==> config.mk <==
export PLATFORM = sky130hd
export DESIGN_NAME = ss_issue_ctrl
export DESIGN_NICKNAME = d
export VERILOG_FILES = /design/src/rtl/ss_issue_ctrl.sv
export SDC_FILE = /design/constraint.sdc
export NUM_CORES = 1
export LEC_CHECK = 0
export CAP_MARGIN = 5
export CORE_MARGIN = 10
export CORE_UTILIZATION = 50
export CTS_CLUSTER_DIAMETER = 120
export DETAILED_ROUTE_END_ITERATION = 7
export PLACE_DENSITY_LB_ADDON = 0.3
export SLEW_MARGIN = 10
export SYNTH_ARGS = -nofsm -noshare
export SYNTH_HDL_FRONTEND = slang
export SYNTH_SLANG_ARGS = --single-unit
==> constraint.sdc <==
create_clock -name clk -period 5.5 [get_ports clk]
set_clock_uncertainty 0.05 [all_clocks]
set_input_delay 1.1 -clock clk [delete_from_list [all_inputs] [get_ports clk]]
set_output_delay 1.1 -clock clk [all_outputs]
set_load 0.1 [all_outputs]
==> src/rtl/ss_issue_ctrl.sv <==
// ss_issue_ctrl: dual-issue scheduler between decode and both D->E registers.
// Ports: decode pair (ValidD*/Rs/Rt/WriteRegD1/RegWriteD1/MemOp/Branch),
//   E/M load state per pipe, FlushD, CntClr -> IssueE1/2, SlotSel,
//   StallF/StallD, saturating CntDual/CntSplit/CntStall.
module ss_issue_ctrl #(
  parameter int CNT_W = 16
) (
  input  logic             clk,
  input  logic             resetn,
  input  logic             ValidD1,
  input  logic             ValidD2,
  input  logic [4:0]       RsD1,
  input  logic [4:0]       RtD1,
  input  logic [4:0]       RsD2,
  input  logic [4:0]       RtD2,
  input  logic [4:0]       WriteRegD1,
  input  logic             RegWriteD1,
  input  logic             MemOpD1,
  input  logic             MemOpD2,
  input  logic             BranchD1,
  input  logic             BranchD2,
  input  logic             MemReadE1,
  input  logic             MemReadE2,
  input  logic [4:0]       WriteRegE1,
  input  logic [4:0]       WriteRegE2,
  input  logic             MemReadM1,
  input  logic             MemReadM2,
  input  logic [4:0]       WriteRegM1,
  input  logic [4:0]       WriteRegM2,
  input  logic             FlushD,
  input  logic             CntClr,
  output logic             IssueE1,
  output logic             IssueE2,
  output logic             SlotSel,
  output logic             StallF,
  output logic             StallD,
  output logic [CNT_W-1:0] CntDual,
  output logic [CNT_W-1:0] CntSplit,
  output logic [CNT_W-1:0] CntStall
);

  typedef enum logic {PAIR = 1'b0, SPLIT2 = 1'b1} state_e;

  localparam logic [CNT_W-1:0] ONE = {{(CNT_W-1){1'b0}}, 1'b1};

  state_e r_state;
  state_e w_nxt;

  logic [CNT_W-1:0] r_dual;
  logic [CNT_W-1:0] r_split;
  logic [CNT_W-1:0] r_stall;

  logic w_lu1, w_lu2, w_lb1, w_lb2;
  logic w_hz1, w_hz2, w_raw, w_conf;
  logic w_iss1, w_iss2, w_sel, w_stl;
  logic w_inc_d, w_inc_sp, w_inc_st;

  // register 0 is never a real dependence
  function automatic logic hit(input logic [4:0] s,
                               input logic [4:0] d,
                               input logic       en);
    return en && (s != 5'd0) && (s == d);
  endfunction

  assign w_lu1 = hit(RsD1, WriteRegE1, MemReadE1)
               | hit(RtD1, WriteRegE1, MemReadE1)
               | hit(RsD1, WriteRegE2, MemReadE2)
               | hit(RtD1, WriteRegE2, MemReadE2);
  assign w_lu2 = hit(RsD2, WriteRegE1, MemReadE1)
               | hit(RtD2, WriteRegE1, MemReadE1)
               | hit(RsD2, WriteRegE2, MemReadE2)
               | hit(RtD2, WriteRegE2, MemReadE2);
  assign w_lb1 = BranchD1 &
                 (hit(RsD1, WriteRegM1, MemReadM1)
                | hit(RtD1, WriteRegM1, MemReadM1)
                | hit(RsD1, WriteRegM2, MemReadM2)
                | hit(RtD1, WriteRegM2, MemReadM2));
  assign w_lb2 = BranchD2 &
                 (hit(RsD2, WriteRegM1, MemReadM1)
                | hit(RtD2, WriteRegM1, MemReadM1)
                | hit(RsD2, WriteRegM2, MemReadM2)
                | hit(RtD2, WriteRegM2, MemReadM2));

  assign w_hz1  = w_lu1 | w_lb1;
  assign w_hz2  = w_lu2 | w_lb2;
  assign w_raw  = RegWriteD1 && (WriteRegD1 != 5'd0) &&
                  ((WriteRegD1 == RsD2) || (WriteRegD1 == RtD2));
  assign w_conf = (MemOpD1 & MemOpD2) | BranchD1 | BranchD2;

  always_ff @(posedge clk or negedge resetn) begin
    if (!resetn) r_state <= PAIR;
    else         r_state <= w_nxt;
  end

  always_comb begin
    w_nxt = r_state;
    if (FlushD) begin
      w_nxt = PAIR;
    end else begin
      unique case (r_state)
        PAIR: begin
          if (ValidD1 && !w_hz1 && ValidD2 &&
              (w_raw || w_conf || w_hz2))
            w_nxt = SPLIT2;
        end
        SPLIT2: begin
          if (!w_hz2) w_nxt = PAIR;
        end
        default: w_nxt = PAIR;
      endcase
    end
  end

  always_comb begin
    w_iss1   = 1'b0;
    w_iss2   = 1'b0;
    w_sel    = 1'b0;
    w_stl    = 1'b0;
    w_inc_d  = 1'b0;
    w_inc_sp = 1'b0;
    w_inc_st = 1'b0;
    if (!FlushD) begin
      unique case (r_state)
        PAIR: begin
          if (!ValidD1) begin
            w_iss1 = 1'b0;
          end else if (w_hz1) begin
            w_stl    = 1'b1;
            w_inc_st = 1'b1;
          end else if (!ValidD2) begin
            w_iss1 = 1'b1;
          end else if (w_raw || w_conf || w_hz2) begin
            w_iss1   = 1'b1;
            w_stl    = 1'b1;
            w_inc_sp = 1'b1;
          end else begin
            w_iss1  = 1'b1;
            w_iss2  = 1'b1;
            w_inc_d = 1'b1;
          end
        end
        SPLIT2: begin
          if (w_hz2) begin
            w_stl    = 1'b1;
            w_inc_st = 1'b1;
          end else begin
            w_iss1 = 1'b1;
            w_sel  = 1'b1;
          end
        end
        default: w_iss1 = 1'b0;
      endcase
    end
  end

  // outputs held low for the whole reset window, not just after an edge
  assign IssueE1 = resetn & w_iss1;
  assign IssueE2 = resetn & w_iss2;
  assign SlotSel = resetn & w_sel;
  assign StallF  = resetn & w_stl;
  assign StallD  = resetn & w_stl;

  always_ff @(posedge clk or negedge resetn) begin
    if (!resetn) begin
      r_dual  <= '0;
      r_split <= '0;
      r_stall <= '0;
    end else if (CntClr) begin
      r_dual  <= '0;
      r_split <= '0;
      r_stall <= '0;
    end else begin
      if (w_inc_d && (r_dual != '1))
        r_dual <= r_dual + ONE;
      if (w_inc_sp && (r_split != '1))
        r_split <= r_split + ONE;
      if (w_inc_st && (r_stall != '1))
        r_stall <= r_stall + ONE;
    end
  end

  assign CntDual  = r_dual;
  assign CntSplit = r_split;
  assign CntStall = r_stall;

endmodule

==> flow_metrics.py <==
metrics = {
    "logic_synthesis": {
        "avgSynthCellArea_um2": 8.639,
        "synth.ff_latch_count": 49,
        "synth_mux_area_share_pct": 2.117,
        "yosys.area_share.simple_pct": 25.62,
        "yosysSeqAreaShare_pct": 30.07,
        "synth-edff-count": 0,
        "yosysUniqueCellTypes": 57,
        "synth-xor-area-share_pct": 20.83,
        "syn_area_um2": 4078,
        "synth_top_family_by_area": "simple AND/OR/NAND/NOR gates",
        "ys.flop_type": "dfrtp_1",
        "ys_warn_count": 0,
        "async_reset_ff_share_pct": 100.0,
        "synth-compound-area-share_pct": 14.64,
        "synthCells": 472,
        "syn_nets": 535,
        "synth_fa_ha_area_share_pct": 0.9205,
    },
    "final_layout": {
        "finalInstanceArea_um2": 5290,
        "fill_cells": 664,
        "drive_above_1_share_pct": 8.602,
        "multi_input_area_um2": 2620,
        "regArea_um2": 1226,
        "final_util_pct": 67.41,
        "num_antenna_cells": 0,
        "fin_nets": 620,
        "final_cells": 660,
        "area.growth.synth_to_final_pct": 29.73,
    },
    "global_routing": {
        "antenna_found_initial": 0,
        "grt_overflow": 0,
        "grt_max_degree": 57,
        "grt_pass1_wl_mm": 20.30,
        "grt_use_total_pct": 20.71,
        "grt_pass1_vias": 3960,
    },
    "worst_setup_path": {
        "cp-end-kind": "output port",
        "critPathKind": "in -> out",
        "start_kind": "input port",
        "worst-path-max-fanout": 6,
        "cp.required_ns": 4.35,
        "worstPathArrival_ns": 3.81,
        "critPathLaunch": "RtD2[1]",
        "r2r_start": "CntSplit[3]$_DFFE_PN0P_",
    },
    "floorplanning": {
        "dieHeight_um": 110.3,
        "die_area_um2": 12170,
        "io_pins": 113,
        "core_area_um2": 7848,
        "chipWidth_um": 110.3,
        "row_count": 32,
        "start_util_pct": 51.96,
    },
    "routing": {
        "first_iter_violations": 156,
        "drc_errors": 0,
        "dr.pass1.iters": 5,
        "via_per_inst": 5.841,
        "num_vias": 3855,
        "totalWireLength_mm": 12.46,
        "wl_per_cell_um": 18.87,
        "ant_nets": 0,
    },
    "cts": {
        "postCtsSetupBuffers": 0,
        "cts.repair.resized": 0,
        "cts_made_buffers": 5,
        "htreeDepth": 2,
        "clock_sinks": 49,
        "cts.clk_slew.worst_paths_ns": 0.09,
        "cts_tree": "built",
        "clock_latency_ns": 0.32,
        "cts_buffer_depth": 2,
        "cts-root-buf": "clkbuf_8",
        "holdBufCountCts": 0,
    },
    "placement": {
        "gp_congestion": 0.9284,
        "portBuffers": 112,
        "dp_slack_ns": 0.5198,
        "dp_cells": 652,
        "post-dp-hpwl_mm": 9.683,
        "placed_area_um2": 5195,
    },
    "timing": {
        "setup_ws_ns": 0.5425,
        "setup_tns_ns": 0,
        "slew_violations": 0,
        "slew_headroom_pct": 32.92,
        "hold_violations": 0,
        "fin_crit_ns": 4.957,
        "period_share_pct": 90.14,
        "hold_slack_ns": 0.5321,
        "setup_viol_count_final": 0,
        "fmax_mhz": 201.7,
        "rsz0062_at_grt": "false",
        "tightest_slew_ns": 1.003,
    },
    "pwr": {
        "p_total_uw": 819.7,
        "vdd_drop_max_mv": 0.1393,
        "powerDensity_nw_per_um2": 154.9,
        "leakage_nw": 1.903,
    },
    "outcome": {
        "status": "finished clean",
    },
    "worst_hold_path": {
        "hp-class": "reg -> reg",
        "worstHoldStart": "CntStall[12]$_DFFE_PN0P_",
    },
    "flow_run": {
        "drv_cap": 0,
    },
}
synth_stat cells, types with 2 or more instances:
cell / number / area [um^2]
o21ai_2: 3 / 26.28
or4_1: 8 / 60.06
nand2_1: 19 / 71.32
dfrtp_1: 49 / 1226
nor2_2: 2 / 12.51
or2_2: 5 / 31.28
and4_1: 5 / 43.79
inv_1: 12 / 45.04
or3_1: 24 / 150.1
o22a_1: 2 / 17.52
nor2_4: 2 / 22.52
nor3_1: 9 / 45.04
buf_6: 4 / 45.04
xor2_1: 55 / 481.7
buf_2: 12 / 60.06
a31o_2: 4 / 35.03
mux2_2: 5 / 56.30
a32oi_1: 4 / 35.03
buf_4: 3 / 22.52
and2_1: 7 / 43.79
a211oi_1: 2 / 15.01
ha_1: 3 / 37.54
clkbuf_1: 16 / 60.06
o2111ai_1: 2 / 17.52
nor2b_1: 5 / 31.28
a21o_1: 2 / 15.01
nand2b_1: 4 / 25.02
nor2_1: 21 / 78.83
nand3_1: 23 / 115.1
o21ai_0: 21 / 105.1
o31ai_1: 5 / 37.54
xnor2_1: 42 / 367.9
or4_4: 2 / 22.52
nand4_1: 10 / 62.56
mux2i_1: 3 / 30.03
a21oi_1: 35 / 175.2
nor4_1: 18 / 112.6
and3_1: 5 / 31.28
registers in the layout, summed over array words and instances (netlist names):
name	flops
r_state	1
CntStall	16
CntSplit	16
CntDual	16
critical path, stage by stage:
cell,delay (ns)
clkdlybuf4s50_1,0.62
xor2_1,0.24
nor4_1,0.34
a32oi_1,0.11
o22a_1,0.22
o2111ai_1,0.44
inv_1,0.14
nor3_2,0.38
buf_12,0.23
kinds of logic (layout without fill, tap and decap cells):
kind of cell	count (synthesis)	in the layout
xor+xnor	97	97
mux	8	8
simple gates	176	176
flops	49	49
compound gates	91	91
buf+inv	48	134
fa+ha+maj	3	3
area by class of cell:
class	instances	area share [%]
Clock inverter	3	0.4967
Clock buffer	5	1.301
Inverter	12	0.8515
Sequential cell	49	23.18
Tap cell	102	2.412
Multi-Input combinational cell	375	49.53
Timing Repair Buffer	114	22.23
cells in the final DEF (no fill, tap or decap), types with 7 or more instances in the layout:
| master | count |
|---|---|
| a21oi_1 | 35 |
| and2_1 | 7 |
| clkdlybuf4s50_1 | 105 |
| dfrtp_1 | 49 |
| inv_1 | 12 |
| nand2_1 | 19 |
| nand3_1 | 23 |
| nand4_1 | 10 |
| nor2_1 | 21 |
| nor3_1 | 8 |
| nor4_1 | 18 |
| o21ai_0 | 21 |
| or3_1 | 24 |
| or4_1 | 8 |
| xnor2_1 | 42 |
| xor2_1 | 55 |
path summary, 6_finish.rpt:
path	end	slack [ns]	cells after the start
worst max register to register	CntSplit[8]$_DFFE_PN0P_	2.71	8
worst min register to register	CntStall[12]$_DFFE_PN0P_	0.53	2
worst min-delay path	CntStall[12]$_DFFE_PN0P_	0.53	2
worst max-delay path	StallD	0.54	9
max in group asynchronous	CntStall[10]$_DFFE_PN0P_	4.07	2
min in group asynchronous	CntDual[7]$_DFFE_PN0P_	0.88	2
per-layer routing:
layer / vias up / track usage (%) / part of all wire [%]
met5: - / 0 / 0
met4: 0 / 5.229 / 1.4
li1: 1847 / - / -
met3: 18 / 4.759 / 7.1
met2: 123 / 34.18 / 48
met1: 1867 / 26.71 / 43
power by group:
group          total, mW  switching (mW)  internal, mW
registers          0.365         0.00335         0.362
logic              0.222           0.126        0.0962
clock network      0.232           0.140        0.0928
total              0.820           0.269         0.551
(Power assumes the default switching activity.)
